## src/rtl/mtime_counter_pkg.sv

```systemverilog
// Shared definitions for the mtime producer and the CLINT bus decode:
// address map, prescaler width default, mtime/word types and the byte-merge helper.
package mtime_counter_pkg;

   localparam logic [31:0] CLINT_MSIP_ADDR       = 32'h1100_0000;
   localparam logic [31:0] CLINT_MTIMECMP_L_ADDR = 32'h1100_4000;
   localparam logic [31:0] CLINT_MTIMECMP_H_ADDR = 32'h1100_4004;
   localparam logic [31:0] CLINT_MTIME_L_ADDR    = 32'h1100_BFF8;
   localparam logic [31:0] CLINT_MTIME_H_ADDR    = 32'h1100_BFFC;

   localparam int DIV_WIDTH_DEFAULT = 16;

   typedef logic [63:0] mtime_t;
   typedef logic [31:0] word_t;
   typedef logic [3:0]  wmask_t;

   // Replace only the enabled bytes of cur with the matching bytes of data.
   function automatic word_t merge_bytes(input word_t cur, input word_t data, input wmask_t mask);
      word_t res;
      res = cur;
      for (int b = 0; b < 4; b++) begin
         if (mask[b]) res[b*8 +: 8] = data[b*8 +: 8];
      end
      return res;
   endfunction

endpackage

```

## src/rtl/mtime_counter_if.sv

```systemverilog
// Write port of the mtime block: 32-bit byte-masked writes to either half of mtime.
interface mtime_counter_if;
   import mtime_counter_pkg::*;

   logic   wr_valid;
   logic   wr_hi;
   wmask_t wr_wmask;
   word_t  wr_wdata;
   logic   wr_ready;

   modport master (output wr_valid, output wr_hi, output wr_wmask, output wr_wdata, input wr_ready);
   modport slave  (input wr_valid, input wr_hi, input wr_wmask, input wr_wdata, output wr_ready);

endinterface

```

## src/rtl/mtime_counter_prescaler.sv

```systemverilog
// Clock prescaler for mtime: counts enabled cycles and flags the terminal count.
module mtime_prescaler
   import mtime_counter_pkg::*;
#(
   parameter int DIV_WIDTH = DIV_WIDTH_DEFAULT
) (
   input  logic                 clk,
   input  logic                 resetn,
   input  logic [DIV_WIDTH-1:0] div,
   input  logic                 en,
   input  logic                 clear,
   output logic                 terminal
);

   logic [DIV_WIDTH-1:0] count;
   logic [DIV_WIDTH-1:0] div_m1;

   // >= rather than == so lowering div mid-count terminates at once instead of wrapping.
   assign div_m1   = (div == '0) ? '0 : div - DIV_WIDTH'(1);
   assign terminal = (count >= div_m1);

   always_ff @(posedge clk) begin
      if (!resetn) begin
         count <= '0;
      end else if (clear) begin
         count <= '0;
      end else if (en) begin
         count <= terminal ? '0 : count + DIV_WIDTH'(1);
      end
   end

endmodule

```

## src/rtl/mtime_counter.sv

```systemverilog
// 64-bit mtime source for the CLINT: prescaled increment, byte-masked writes, optional
// tear-free snapshot register enabled by defining MTIME_SNAPSHOT_EN.
module mtime_counter
   import mtime_counter_pkg::*;
#(
   parameter int     DIV_WIDTH   = DIV_WIDTH_DEFAULT,
   parameter mtime_t RESET_VALUE = 64'h0
) (
   input  logic                 clk,
   input  logic                 resetn,
   input  logic [DIV_WIDTH-1:0] div,
   input  logic                 en,
   input  logic                 snap,
   mtime_counter_if.slave       wr,
   output logic                 tick,
   output mtime_t               timer_snapshot,
   output mtime_t               timer_counter
);

   logic terminal;

   mtime_prescaler #(.DIV_WIDTH(DIV_WIDTH)) u_prescaler (
      .clk      (clk),
      .resetn   (resetn),
      .div      (div),
      .en       (en),
      .clear    (wr.wr_valid),
      .terminal (terminal)
   );

   // A write always wins over the increment; the prescaler restarts on the same edge.
   always_ff @(posedge clk) begin
      if (!resetn) begin
         timer_counter <= RESET_VALUE;
         tick          <= 1'b0;
         wr.wr_ready   <= 1'b0;
      end else begin
         wr.wr_ready <= wr.wr_valid;
         if (wr.wr_valid) begin
            if (wr.wr_hi) begin
               timer_counter[63:32] <= merge_bytes(timer_counter[63:32], wr.wr_wdata, wr.wr_wmask);
            end else begin
               timer_counter[31:0]  <= merge_bytes(timer_counter[31:0], wr.wr_wdata, wr.wr_wmask);
            end
            tick <= 1'b0;
         end else if (en && terminal) begin
            timer_counter <= timer_counter + 64'd1;
            tick          <= 1'b1;
         end else begin
            tick <= 1'b0;
         end
      end
   end

`ifdef MTIME_SNAPSHOT_EN
   // Captures the value visible this cycle, so a coincident write or increment is not seen.
   always_ff @(posedge clk) begin
      if (!resetn) begin
         timer_snapshot <= RESET_VALUE;
      end else if (snap) begin
         timer_snapshot <= timer_counter;
      end
   end
`else
   logic unused_snap;
   assign unused_snap    = snap;
   assign timer_snapshot = timer_counter;
`endif

endmodule

```

## src/flat_wrapper.sv

```systemverilog
// flat-port wrapper written by rule: the top's interface ports become plain ports
module mtime_counter_flat import mtime_counter_pkg::*;
#(
   parameter int     DIV_WIDTH   = DIV_WIDTH_DEFAULT,
   parameter mtime_t RESET_VALUE = 64'h0
)
  (clk, resetn, div, en, snap, tick, timer_snapshot, timer_counter, wr_wr_valid, wr_wr_hi, wr_wr_wmask, wr_wr_wdata, wr_wr_ready);
  mtime_counter_if wr_i ();
  input  logic clk;
  input  logic resetn;
  input  logic [DIV_WIDTH-1:0] div;
  input  logic en;
  input  logic snap;
  output logic tick;
  output mtime_t timer_snapshot;
  output mtime_t timer_counter;
  input wire logic [$bits(wr_i.wr_valid)-1:0] wr_wr_valid;
  input wire logic [$bits(wr_i.wr_hi)-1:0] wr_wr_hi;
  input wire logic [$bits(wr_i.wr_wmask)-1:0] wr_wr_wmask;
  input wire logic [$bits(wr_i.wr_wdata)-1:0] wr_wr_wdata;
  output wire logic [$bits(wr_i.wr_ready)-1:0] wr_wr_ready;
  assign wr_i.wr_valid = wr_wr_valid;
  assign wr_i.wr_hi = wr_wr_hi;
  assign wr_i.wr_wmask = wr_wr_wmask;
  assign wr_i.wr_wdata = wr_wr_wdata;
  assign wr_wr_ready = wr_i.wr_ready;
  mtime_counter #(.DIV_WIDTH(DIV_WIDTH), .RESET_VALUE(RESET_VALUE)) u_core (.clk(clk), .resetn(resetn), .div(div), .en(en), .snap(snap), .wr(wr_i), .tick(tick), .timer_snapshot(timer_snapshot), .timer_counter(timer_counter));
endmodule
```

## config.mk

```make
export PLATFORM = sky130hd
export DESIGN_NAME = mtime_counter_flat
export DESIGN_NICKNAME = d
export VERILOG_FILES = /design/src/rtl/mtime_counter_pkg.sv /design/src/rtl/mtime_counter_if.sv /design/src/rtl/mtime_counter_prescaler.sv /design/src/rtl/mtime_counter.sv /design/src/flat_wrapper.sv
export SDC_FILE = /design/constraint.sdc
export NUM_CORES = 1
export LEC_CHECK = 0
export BUFFER_PORTS_ARGS = -buffer_cell sky130_fd_sc_hd__buf_2
export CORE_MARGIN = 4
export CORE_UTILIZATION = 48
export CTS_CLUSTER_SIZE = 14
export DETAILED_ROUTE_END_ITERATION = 6
export PLACE_DENSITY = 0.88
export SYNTH_ARGS = -nofsm -noshare
export SYNTH_HDL_FRONTEND = slang
export SYNTH_HIERARCHICAL = 1
export SYNTH_SLANG_ARGS = --single-unit
export TNS_END_PERCENT = 5
```

## constraint.sdc

```tcl
create_clock -name clk -period 4.1 [get_ports clk]
set_input_delay 0.615 -clock clk [delete_from_list [all_inputs] [get_ports clk]]
set_output_delay 0.615 -clock clk [all_outputs]
set_load 0.005 [all_outputs]
```

==> run_results.csv, run 1 <==
group,metric,value,unit
cts,clockBufferDepth,2,
cells_and_area,fillCellCount,1248,
drt,antenna_left,0,
cells_and_area,syn2layout_area_growth,17.2,%
pwr,power_frac_clock,0.409,
global_routing,grt_pass1_wl,36000,um
timing,rsz0062_at_grt,"no",
run,maxCapViolCount,0,
die,die-area,15800,um2
cells_and_area,final_cells,1202,
pwr,ir_drop,242,uV
global_routing,track_usage,0.272,
critical_path,reg2reg_depth,5,
cts,cts-buffers-inserted,9,
logic_synthesis,synth_top_area_cell,"dfxtp_1",
placed_design,globalplace.congestion,0.952,
critical_path,crit_type,"primary input to flop",
timing,finalCritPeriodShare,0.946,
critical_path,critPathRequiredTime,4.31,ns
drt,drc,0,
drt,vias_per_cell,6.51,
logic_synthesis,synth_nets,972,
drt,wl_met1,8690,um
timing,relSlewSlack,0.333,
logic_synthesis,synth_area_per_cell,7.44,um2
timing,fmax,0.258,GHz
drt,first_pass_iters,7,
logic_synthesis,ys_seq_area_frac,0.247,
pwr,cellPowerDensity,259,nW/um2
drt,drt_iter0_markers,1306,
timing,setup_slack,0.221,ns
pwr,p_total,2.02,mW
timing,period_needed,3.88,ns
die,die_w,126,um
cts,htree_levels,3,
timing,slew_violations,0,
die,fp.coreArea,13400,um2
critical_path,critPathLaunchType,"primary input",
die,fp-row-count,42,
cells_and_area,fin_nets,1099,
logic_synthesis,yosys-top-cells-area,"dfxtp_1 25%, buf_4 7.2%, nand2_1 5.2%",
cells_and_area,drive_above_1_share,0.279,
hold_path,worstHoldStart,"u_core/timer_counter[18]$_SDFFE_PN0P_",
placed_design,io_buffers,186,
drt,wirelength,22700,um
logic_synthesis,synth_area,6650,um2
timing,clock_skew,0.0129,ns
critical_path,critPathArrivalTime,4.09,ns
hold_path,min_path_type,"flop to flop",
cells_and_area,final_util,0.582,
drt,wl_met3,3090,um
pwr,pwr-share-seq,0.436,
die,die-height,126,um
cts,hold_buffers,0,
pwr,combPwrFrac,0.155,
timing,final-hold-violation-count,0,
logic_synthesis,ys_seq_elements,82,
cts,cts_tree,"yes",
logic_synthesis,async_flop_share,0,
critical_path,path_max_fanout,10,
logic_synthesis,yosysUniqueCellTypes,78,
hold_path,hold-path-cell-count,2,
global_routing,antenna_found_initial,1,
logic_synthesis,synth_flop_cell,"dfxtp_1",
logic_synthesis,synthTopCellsByCount,"92 x nand2_1, 82 x dfxtp_1, 71 x nor2_1",
logic_synthesis,synth_top_area_share,0.247,
placed_design,dp.cells,1186,
logic_synthesis,syn_inst,894,
pwr,leakagePower,3.36,nW
critical_path,crit_path_end_kind,"flop",
drt,routedWlPerCell,18.9,um
pwr,sw_frac_of_total,0.283,
logic_synthesis,synth_enable_flop_cells,0,
run_status,status,"completed",
pwr,switchingPower,0.570,mW
cts,cts_root_buffer,"clkbuf_16",
global_routing,grt_max_degree,58,
logic_synthesis,yosysMostFrequentCell,"nand2_1",
cts,cts_setup_buffers,0,
drt,route.met2.wl,10100,um
timing,finalSetupViolCount,0,
placed_design,post-place-ws,-0.112,ns
critical_path,timing.rr.start,"u_core/timer_counter[2]$_SDFFE_PN0P_",
placed_design,dpl.hpwl,16700,um
cts,path_clk_slew,0.07,ns
global_routing,grt_pass1_vias,7039,
global_routing,overflow,0,
logic_synthesis,ys_warn_count,6,
critical_path,crit_start,"div[11]",
die,io_pins,188,
cts,cts.sinks,82,
pwr,p_int,1.45,mW
drt,via_count,7822,
drt,maxUsedRoutingLayer,"met4",
cts,insertion_delay,0.34,ns
timing,worstMarginPinSlew,1.00,ns
die,initial_utilization,0.496,
per-layer routing:
layer  track usage  vias to the layer above
met3        0.0686                      100
li1              -                     3538
met2         0.419                      590
met5             0                        -
met4         0.105                        0
met1         0.366                     3594
state kept, by name, indices dropped and copies added (netlist names):
signal and count:
u_core/wr.wr_ready 1, u_core/tick 1, u_core/u_prescaler/count 16, u_core/timer_counter 64
critical path, stage by stage:
cell and delay, ns:
buf_2 0.10, or4_1 0.56, nor2_2 0.16, nand4_2 0.15, buf_4 0.20, o21ai_1 0.09
ha_1 0.26, a21oi_1 0.14, nor3_1 0.07, a2111oi_2 0.40, nand3_1 0.19, and3b_1 0.25
buf_4 0.18, a21oi_1 0.12, buf_4 0.19, nor2_1 0.07, a221oi_1 0.25, a21oi_1 0.11
path summary, 6_finish.rpt:
check                           slack [ns]                               endpoint
worst max-delay path                  0.22  u_core/timer_counter[31]$_SDFFE_PN0P_
worst min-delay path                  0.54  u_core/timer_counter[18]$_SDFFE_PN0P_
worst max register to register        0.96  u_core/timer_counter[41]$_SDFFE_PN0P_
worst min register to register        0.54  u_core/timer_counter[18]$_SDFFE_PN0P_
power by group through the flow:
stage / combinational, mW / sequential [mW] / clock [mW]
global placement: 0.295 / 0.895 / 0
floorplan: 0.195 / 0.879 / 0
detailed placement: 0.303 / 0.896 / 0
finish: 0.312 / 0.880 / 0.824
CTS: 0.305 / 0.878 / 0.830
global route: 0.340 / 0.886 / 0.873
kinds of logic (layout without fill, tap and decap cells):
| group | Yosys count | after routing | synth area share |
|---|---|---|---|
| AO/OA/AOI/OAI | 213 | 213 | 0.218 |
| XOR/XNOR | 26 | 26 | 0.0342 |
| adder cells (fa/ha/maj) | 20 | 20 | 0.0376 |
| buffers and inverters | 134 | 265 | 0.114 |
| flip-flops | 82 | 82 | 0.247 |
| multiplexers | 9 | 9 | 0.0135 |
| other | 0 | 1 | 0 |
| AND/OR/NAND/NOR | 410 | 410 | 0.336 |
metrics by stage:
stage / setup TNS [ns] / cell area [um2] / hold slack [ns]
after global placement: -0.0516 / 7480 / 0.507
after CTS: 0 / 7780 / 0.539
after floorplan: 0 / 6650 / 0.485
after detailed placement: -1.34 / 7480 / 0.521
final: 0 / 7790 / 0.540
after global routing: 0 / 7790 / 0.557
layout by cell type, fill, tap and decap left out, types with 32 or more instances in the layout:
cell / synthesis / final
dfxtp_1: 82 / 82
a21oi_1: 47 / 47
o21ai_0: 32 / 32
nand2_1: 92 / 92
nand3_1: 56 / 56
nand4_1: 37 / 37
buf_2: 6 / 186
buf_4: 64 / 49
nor2_1: 71 / 69
timing repair:
item                                    in CTS  in global routing
hold endpoints to repair                     0                  0
endpoints found under the setup margin       0                 10
gates resized for setup                      0                  4
area by class of cell:
cell class / instances / area (um2) / area share
inverter: 14 / 52.6 / 0.00674
clock inverter: 4 / 52.6 / 0.00674
multi-input combinational: 678 / 4260 / 0.547
tap: 176 / 220 / 0.0283
clock buffer: 11 / 243 / 0.0311
antenna: 1 / 2.50 / 0.000321
sequential: 82 / 1640 / 0.211
timing repair buffer: 236 / 1320 / 0.169
(Power assumes the default switching activity.)
==> run 2: changes to the inputs <==
--- a/config.mk
+++ b/config.mk
@@ -7,10 +7,10 @@
 export LEC_CHECK = 0
 export BUFFER_PORTS_ARGS = -buffer_cell sky130_fd_sc_hd__buf_2
 export CORE_MARGIN = 4
-export CORE_UTILIZATION = 48
+export CORE_UTILIZATION = 54
 export CTS_CLUSTER_SIZE = 14
 export DETAILED_ROUTE_END_ITERATION = 6
-export PLACE_DENSITY = 0.88
+export PLACE_DENSITY = 0.93
 export SYNTH_ARGS = -nofsm -noshare
 export SYNTH_HDL_FRONTEND = slang
 export SYNTH_HIERARCHICAL = 1
==> constraint.sdc (replaced) <==
create_clock -name clk -period 4.2 [get_ports clk]
set_input_delay 0.63 -clock clk [delete_from_list [all_inputs] [get_ports clk]]
set_output_delay 0.63 -clock clk [all_outputs]
set_load 0.005 [all_outputs]
==> run 2 against run 1 <==
  * Sequential cell count unchanged
  * Core utilization rose by 5.7 points
  * Die area shrank 10%
  * Worst hold slack lost 0.0075 ns
  * Sequential power is 2.5% lower
  * Clock-buffer cell count is the same
  * Critical endpoint is now u_core/timer_counter[30]$_SDFFE_PN0P_
==> run_results.csv, run 2 (same netlist as run 1, synthesis figures left out) <==
group,metric,value,unit
critical_path,timing.rr.start,"u_core/timer_counter[15]$_SDFFE_PN0P_",
critical_path,crit_type,"primary input to flop",
pwr,p_int,1.37,mW
critical_path,rrSetupSlack,0.94,ns
cells_and_area,final_common_cell,"buf_2",
drt,drc,0,
cts,cts_setup_buffers,0,
placed_design,io_buffers,186,
cts,cts-buffers-inserted,9,
drt,drt_iter0_markers,1203,
die,fp-row-count,40,
run_status,status,"completed",
drt,routedWlPerCell,19.1,um
critical_path,critPathRequiredTime,4.44,ns
cells_and_area,syn2layout_area_growth,15.4,%
timing,final-hold-violation-count,0,
cells_and_area,top_register,"u_core/timer_counter",
drt,vias_per_cell,6.73,
cts,insertion_delay,0.35,ns
placed_design,globalplace.congestion,0.981,
global_routing,grt_pass1_vias,7005,
drt,wirelength,22200,um
cells_and_area,final_util,0.639,
placed_design,post-place-ws,-0.0664,ns
drt,via_count,7825,
die,initial_utilization,0.554,
pwr,cellPowerDensity,253,nW/um2
critical_path,critPathArrivalTime,4.26,ns
timing,fmax,0.249,GHz
critical_path,path_max_fanout,12,
cts,cts_tree,"yes",
critical_path,crit_path_end_kind,"flop",
pwr,pwr-share-seq,0.443,
global_routing,overflow,0,
timing,slew_violations,0,
placed_design,dpl.hpwl,15900,um
critical_path,reg2reg_depth,5,
drt,antenna_left,0,
die,fp.coreArea,12000,um2
cells_and_area,fin_nets,1087,
hold_path,worstHoldStart,"u_core/timer_counter[25]$_SDFFE_PN0P_",
run,maxCapViolCount,0,
cts,path_clk_slew,0.07,ns
pwr,ir_drop,166,uV
pwr,switchingPower,0.569,mW
pwr,power_frac_clock,0.402,
timing,rsz0062_at_grt,"no",
cts,hold_buffers,0,
die,io_pins,188,
drt,first_pass_iters,6,
cells_and_area,largestRegisters,"u_core/timer_counter x64, u_core/u_prescaler/count x16",
global_routing,grt_max_degree,42,
die,die_w,119,um
pwr,sw_frac_of_total,0.294,
cells_and_area,drive_above_1_share,0.270,
timing,finalSetupViolCount,0,
global_routing,track_usage,0.295,
placed_design,placed_cell_area,7380,um2
cells_and_area,stdcell_area,7670,um2
cts,htree_levels,3,
hold_path,hold-path-cell-count,2,
cts,cts_root_buffer,"clkbuf_16",
timing,worstMarginPinSlew,0.796,ns
critical_path,critPathLaunchType,"primary input",
timing,period_needed,4.02,ns
pwr,leakagePower,3.30,nW
cts,cts.repair.resized,0,
hold_path,hold_end,"u_core/timer_counter[25]$_SDFFE_PN0P_",
timing,clock_skew,0.00968,ns
hold_path,min_path_type,"flop to flop",
timing,finalCritPeriodShare,0.958,
cts,clockBufferDepth,2,
die,die-area,14200,um2
die,die-height,119,um
timing,setup_slack,0.176,ns
timing,relSlewSlack,0.466,
cells_and_area,largest_reg_flops,64,
critical_path,worst_r2r_endpoint,"u_core/timer_counter[39]$_SDFFE_PN0P_",
global_routing,grt_pass1_wl,34400,um
cells_and_area,final_cell_mix,"186 x buf_2, 92 x nand2_1, 82 x dfxtp_1",
cts,cts.sinks,82,
pwr,combPwrFrac,0.155,
global_routing,antenna_found_initial,1,
[run 2: worst max-delay path by stage]
stage / startpoint / to / cells after the start
2_1_floorplan: div[11] / u_core/timer_counter[31]$_SDFFE_PN0P_ / 17
5_1_grt: div[6] / u_core/timer_counter[51]$_SDFFE_PN0P_ / 17
4_1_cts: div[11] / u_core/timer_counter[30]$_SDFFE_PN0P_ / 17
3_5_place_dp: div[11] / u_core/timer_counter[30]$_SDFFE_PN0P_ / 17
3_3_place_gp: div[11] / u_core/timer_counter[30]$_SDFFE_PN0P_ / 17
6_report: div[11] / u_core/timer_counter[30]$_SDFFE_PN0P_ / 17
[run 2: through the flow]
stage	TNS, ns	hold slack [ns]	total power, mW	cells
after floorplan	0	0.485	1.05	894
after global placement	0	0.500	1.16	1145
after detailed placement	-0.152	0.516	1.16	1145
after CTS	0	0.522	1.93	1161
after global routing	0	0.567	2.00	1162
final	0	0.532	1.94	1162
[run 2: power groups by stage]
stage / sequential (mW) / clock, mW / combinational [mW]
after CTS: 0.856 / 0.782 / 0.294
after global routing: 0.864 / 0.813 / 0.324
after detailed placement: 0.874 / 0 / 0.291
final: 0.858 / 0.780 / 0.300
after floorplan: 0.858 / 0 / 0.191
after global placement: 0.872 / 0 / 0.284
[run 2: metal layers]
layer,global-route usage,wire length [um],vias to the layer above
met4,0.169,1210,0
met5,0,0,-
met1,0.376,8420,3519
li1,-,-,3514
met2,0.458,9720,656
met3,0.0660,2830,136
[run 2: critical path: stages]
cell	delay (ns)
buf_2	0.10
or4_1	0.55
nor2_1	0.18
nand4_2	0.19
buf_4	0.20
nand2_1	0.05
ha_1	0.24
a21oi_2	0.15
o21ai_1	0.08
a2111oi_2	0.46
nand3_1	0.20
and3b_1	0.29
buf_12	0.17
a21oi_1	0.12
buf_4	0.21
o21ai_0	0.12
o31a_1	0.30
[run 2: cell type report]
type	count	area [um2]
sequential	82	1640
tap	147	184
fill	1024	4340
multi-input combinational	678	4250
clock buffer	11	253
inverter	14	52.6
timing repair buffer	224	1250
antenna	1	2.50
clock inverter	5	37.5
==> run 3: changes to the inputs <==
--- a/config.mk
+++ b/config.mk
@@ -5,7 +5,7 @@
 export SDC_FILE = /design/constraint.sdc
 export NUM_CORES = 1
 export LEC_CHECK = 0
-export BUFFER_PORTS_ARGS = -buffer_cell sky130_fd_sc_hd__buf_2
+export BUFFER_PORTS_ARGS = -buffer_cell sky130_fd_sc_hd__clkbuf_2
 export CORE_MARGIN = 4
 export CORE_UTILIZATION = 54
 export CTS_CLUSTER_SIZE = 14
==> run 3 against run 2 <==
  * Worst hold slack improved by 0.0029 ns
  * Via count fell by 0.41%
  * Critical path type unchanged
  * Non-clock buffer count fell by 5
  * Sequential cell count did not move
  * First-iteration DRC count rose by 17%
  * Critical path depth rose by 1
  * Sequential share of layout area barely moved
  * Largest power group unchanged
  * Sequential power barely moved
==> run_results.csv, run 3 (same netlist as run 1, synthesis figures left out) <==
group,metric,value,unit
critical_path,crit_type,"primary input to flop",
drt,first_pass_iters,7,
drt,drt_iter0_markers,1411,
cts,cts_tree,"yes",
timing,fin_tns_setup,0,ns
cts,htree_levels,3,
drt,maxUsedRoutingLayer,"met4",
critical_path,critPathLaunchType,"primary input",
drt,vias_per_cell,6.74,
critical_path,crit_buf_inv,4,
pwr,cellPowerDensity,261,nW/um2
placed_design,io_buffers,186,
cells_and_area,stdcell_area,7670,um2
cts,cts-buffers-inserted,9,
hold_path,min_path_type,"flop to flop",
drt,antenna_left,0,
die,die-area,14200,um2
cells_and_area,drive_above_1_share,0.269,
critical_path,crit_path_end_kind,"flop",
timing,setup_slack,0.336,ns
pwr,ir_drop,155,uV
critical_path,crit_family,"simple AND/OR/NAND/NOR gates",
global_routing,antenna_found_initial,0,
critical_path,critPathRequiredTime,4.48,ns
cells_and_area,final_util,0.638,
cells_and_area,multi_input_area,4260,um2
cells_and_area,diodes,0,
cells_and_area,fin_nets,1082,
die,die_w,119,um
timing,relSlewSlack,0.344,
cells_and_area,final_cells,1156,
die,io_pins,188,
cells_and_area,syn2layout_area_growth,15.3,%
die,fp.coreArea,12000,um2
global_routing,track_usage,0.296,
timing,finalCritPeriodShare,0.920,
cells_and_area,fillCellCount,1031,
drt,route.met2.wl,9730,um
critical_path,critPathArrivalTime,4.14,ns
cts,cts.repair.resized,0,
cells_and_area,final-seq-area,1640,um2
placed_design,globalplace.congestion,0.954,
cts,cts_root_buffer,"clkbuf_16",
timing,slew_violations,0,
placed_design,post-place-ws,-0.0593,ns
critical_path,path_max_fanout,11,
timing,finalSetupViolCount,0,
pwr,leakagePower,3.19,nW
critical_path,path_common_cell,"buf_4",
timing,timing.hold.ws,0.535,ns
cts,cts.sinks,82,
global_routing,grt_pass1_vias,7053,
cells_and_area,largest_reg_flops,64,
timing,final-hold-violation-count,0,
cells_and_area,final_common_cell,"clkbuf_2",
global_routing,grt_pass1_wl,34800,um
die,fp-row-count,40,
placed_design,dp.cells,1140,
critical_path,path_cells,"clkbuf_2, or4_1, nor2_2, nand4_2, buf_4, o21ai_1, ha_1, a21oi_1, nor3_1, a2111oi_2, nand3_1, and3b_1, buf_4, nor2_1, buf_4, a21oi_1, o22ai_1, o2bb2ai_1",
critical_path,max_stage_delay,0.57,ns
drt,via_count,7793,
cts,hold_buffers,0,
timing,fmax,0.259,GHz
run_status,status,"completed",
drt,routedWlPerCell,19.2,um
run,maxCapViolCount,0,
drt,wl_met3,2710,um
timing,worstMarginPinSlew,0.984,ns
pwr,p_total,2.00,mW
timing,period_needed,3.86,ns
global_routing,grt_max_degree,56,
drt,wirelength,22200,um
critical_path,critPathSlowestCell,"or4_1",
cells_and_area,top_register,"u_core/timer_counter",
placed_design,dpl.hpwl,15900,um
timing,clock_skew,0.0151,ns
drt,wl_met1,8480,um
die,die-height,119,um
timing,rsz0062_at_grt,"no",
drt,drc,0,
die,initial_utilization,0.554,
cells_and_area,final_cell_mix,"185 x clkbuf_2, 92 x nand2_1, 82 x dfxtp_1",
global_routing,overflow,0,
cts,insertion_delay,0.35,ns
cts,clockBufferDepth,2,
placed_design,placed_cell_area,7340,um2
cts,cts_setup_buffers,0,
cells_and_area,largestRegisters,"u_core/timer_counter x64, u_core/u_prescaler/count x16",
cts,path_clk_slew,0.08,ns
run 3: changes by cell type in the layout (fill, tap and decap cells not counted), sizes merged:
cell | previous run | this run
inv | 14 | 15
clkbuf | 11 | 195
clkinv | 3 | 2
bufinv | 0 | 1
buf | 224 | 34
diode | 1 | 0
run 3: layout make-up:
class / count / share of cell area
Inverter: 14 / 0.00685
Multi-Input combinational cell: 678 / 0.556
Timing Repair Buffer: 219 / 0.159
Tap cell: 147 / 0.0240
Sequential cell: 82 / 0.214
Clock inverter: 6 / 0.00930
Clock buffer: 10 / 0.0312
run 3: path summary, 6_finish.rpt:
kind | slack, ns | end | from | cells after the start
worst max-delay path | 0.34 | u_core/timer_counter[32]$_SDFFE_PN0P_ | div[11] | 18
worst min-delay path | 0.54 | u_core/timer_counter[25]$_SDFFE_PN0P_ | u_core/timer_counter[25]$_SDFFE_PN0P_ | 2
worst max register to register | 1.05 | u_core/timer_counter[39]$_SDFFE_PN0P_ | u_core/timer_counter[15]$_SDFFE_PN0P_ | 5
worst min register to register | 0.54 | u_core/timer_counter[25]$_SDFFE_PN0P_ | u_core/timer_counter[25]$_SDFFE_PN0P_ | 2
run 3: worst reg2reg max path, stage by stage (launching register included):
cell     delay, ns
dfxtp_1       0.48
nand4_1       0.40
nor2_1        0.68
nand3_1       0.72
or4_1         0.63
a31oi_1       0.17
run 3: report_power, final:
group	internal, mW	switching, mW	leakage (nW)
registers	0.804	0.0555	0.666
clock network	0.483	0.359	0.146
logic	0.127	0.170	2.38
run 3: metal layers:
metal | vias to the layer above | global-route usage
met2 | 639 | 0.453
met1 | 3493 | 0.387
met5 | - | 0
met4 | 0 | 0.175
met3 | 149 | 0.0551
li1 | 3512 | -
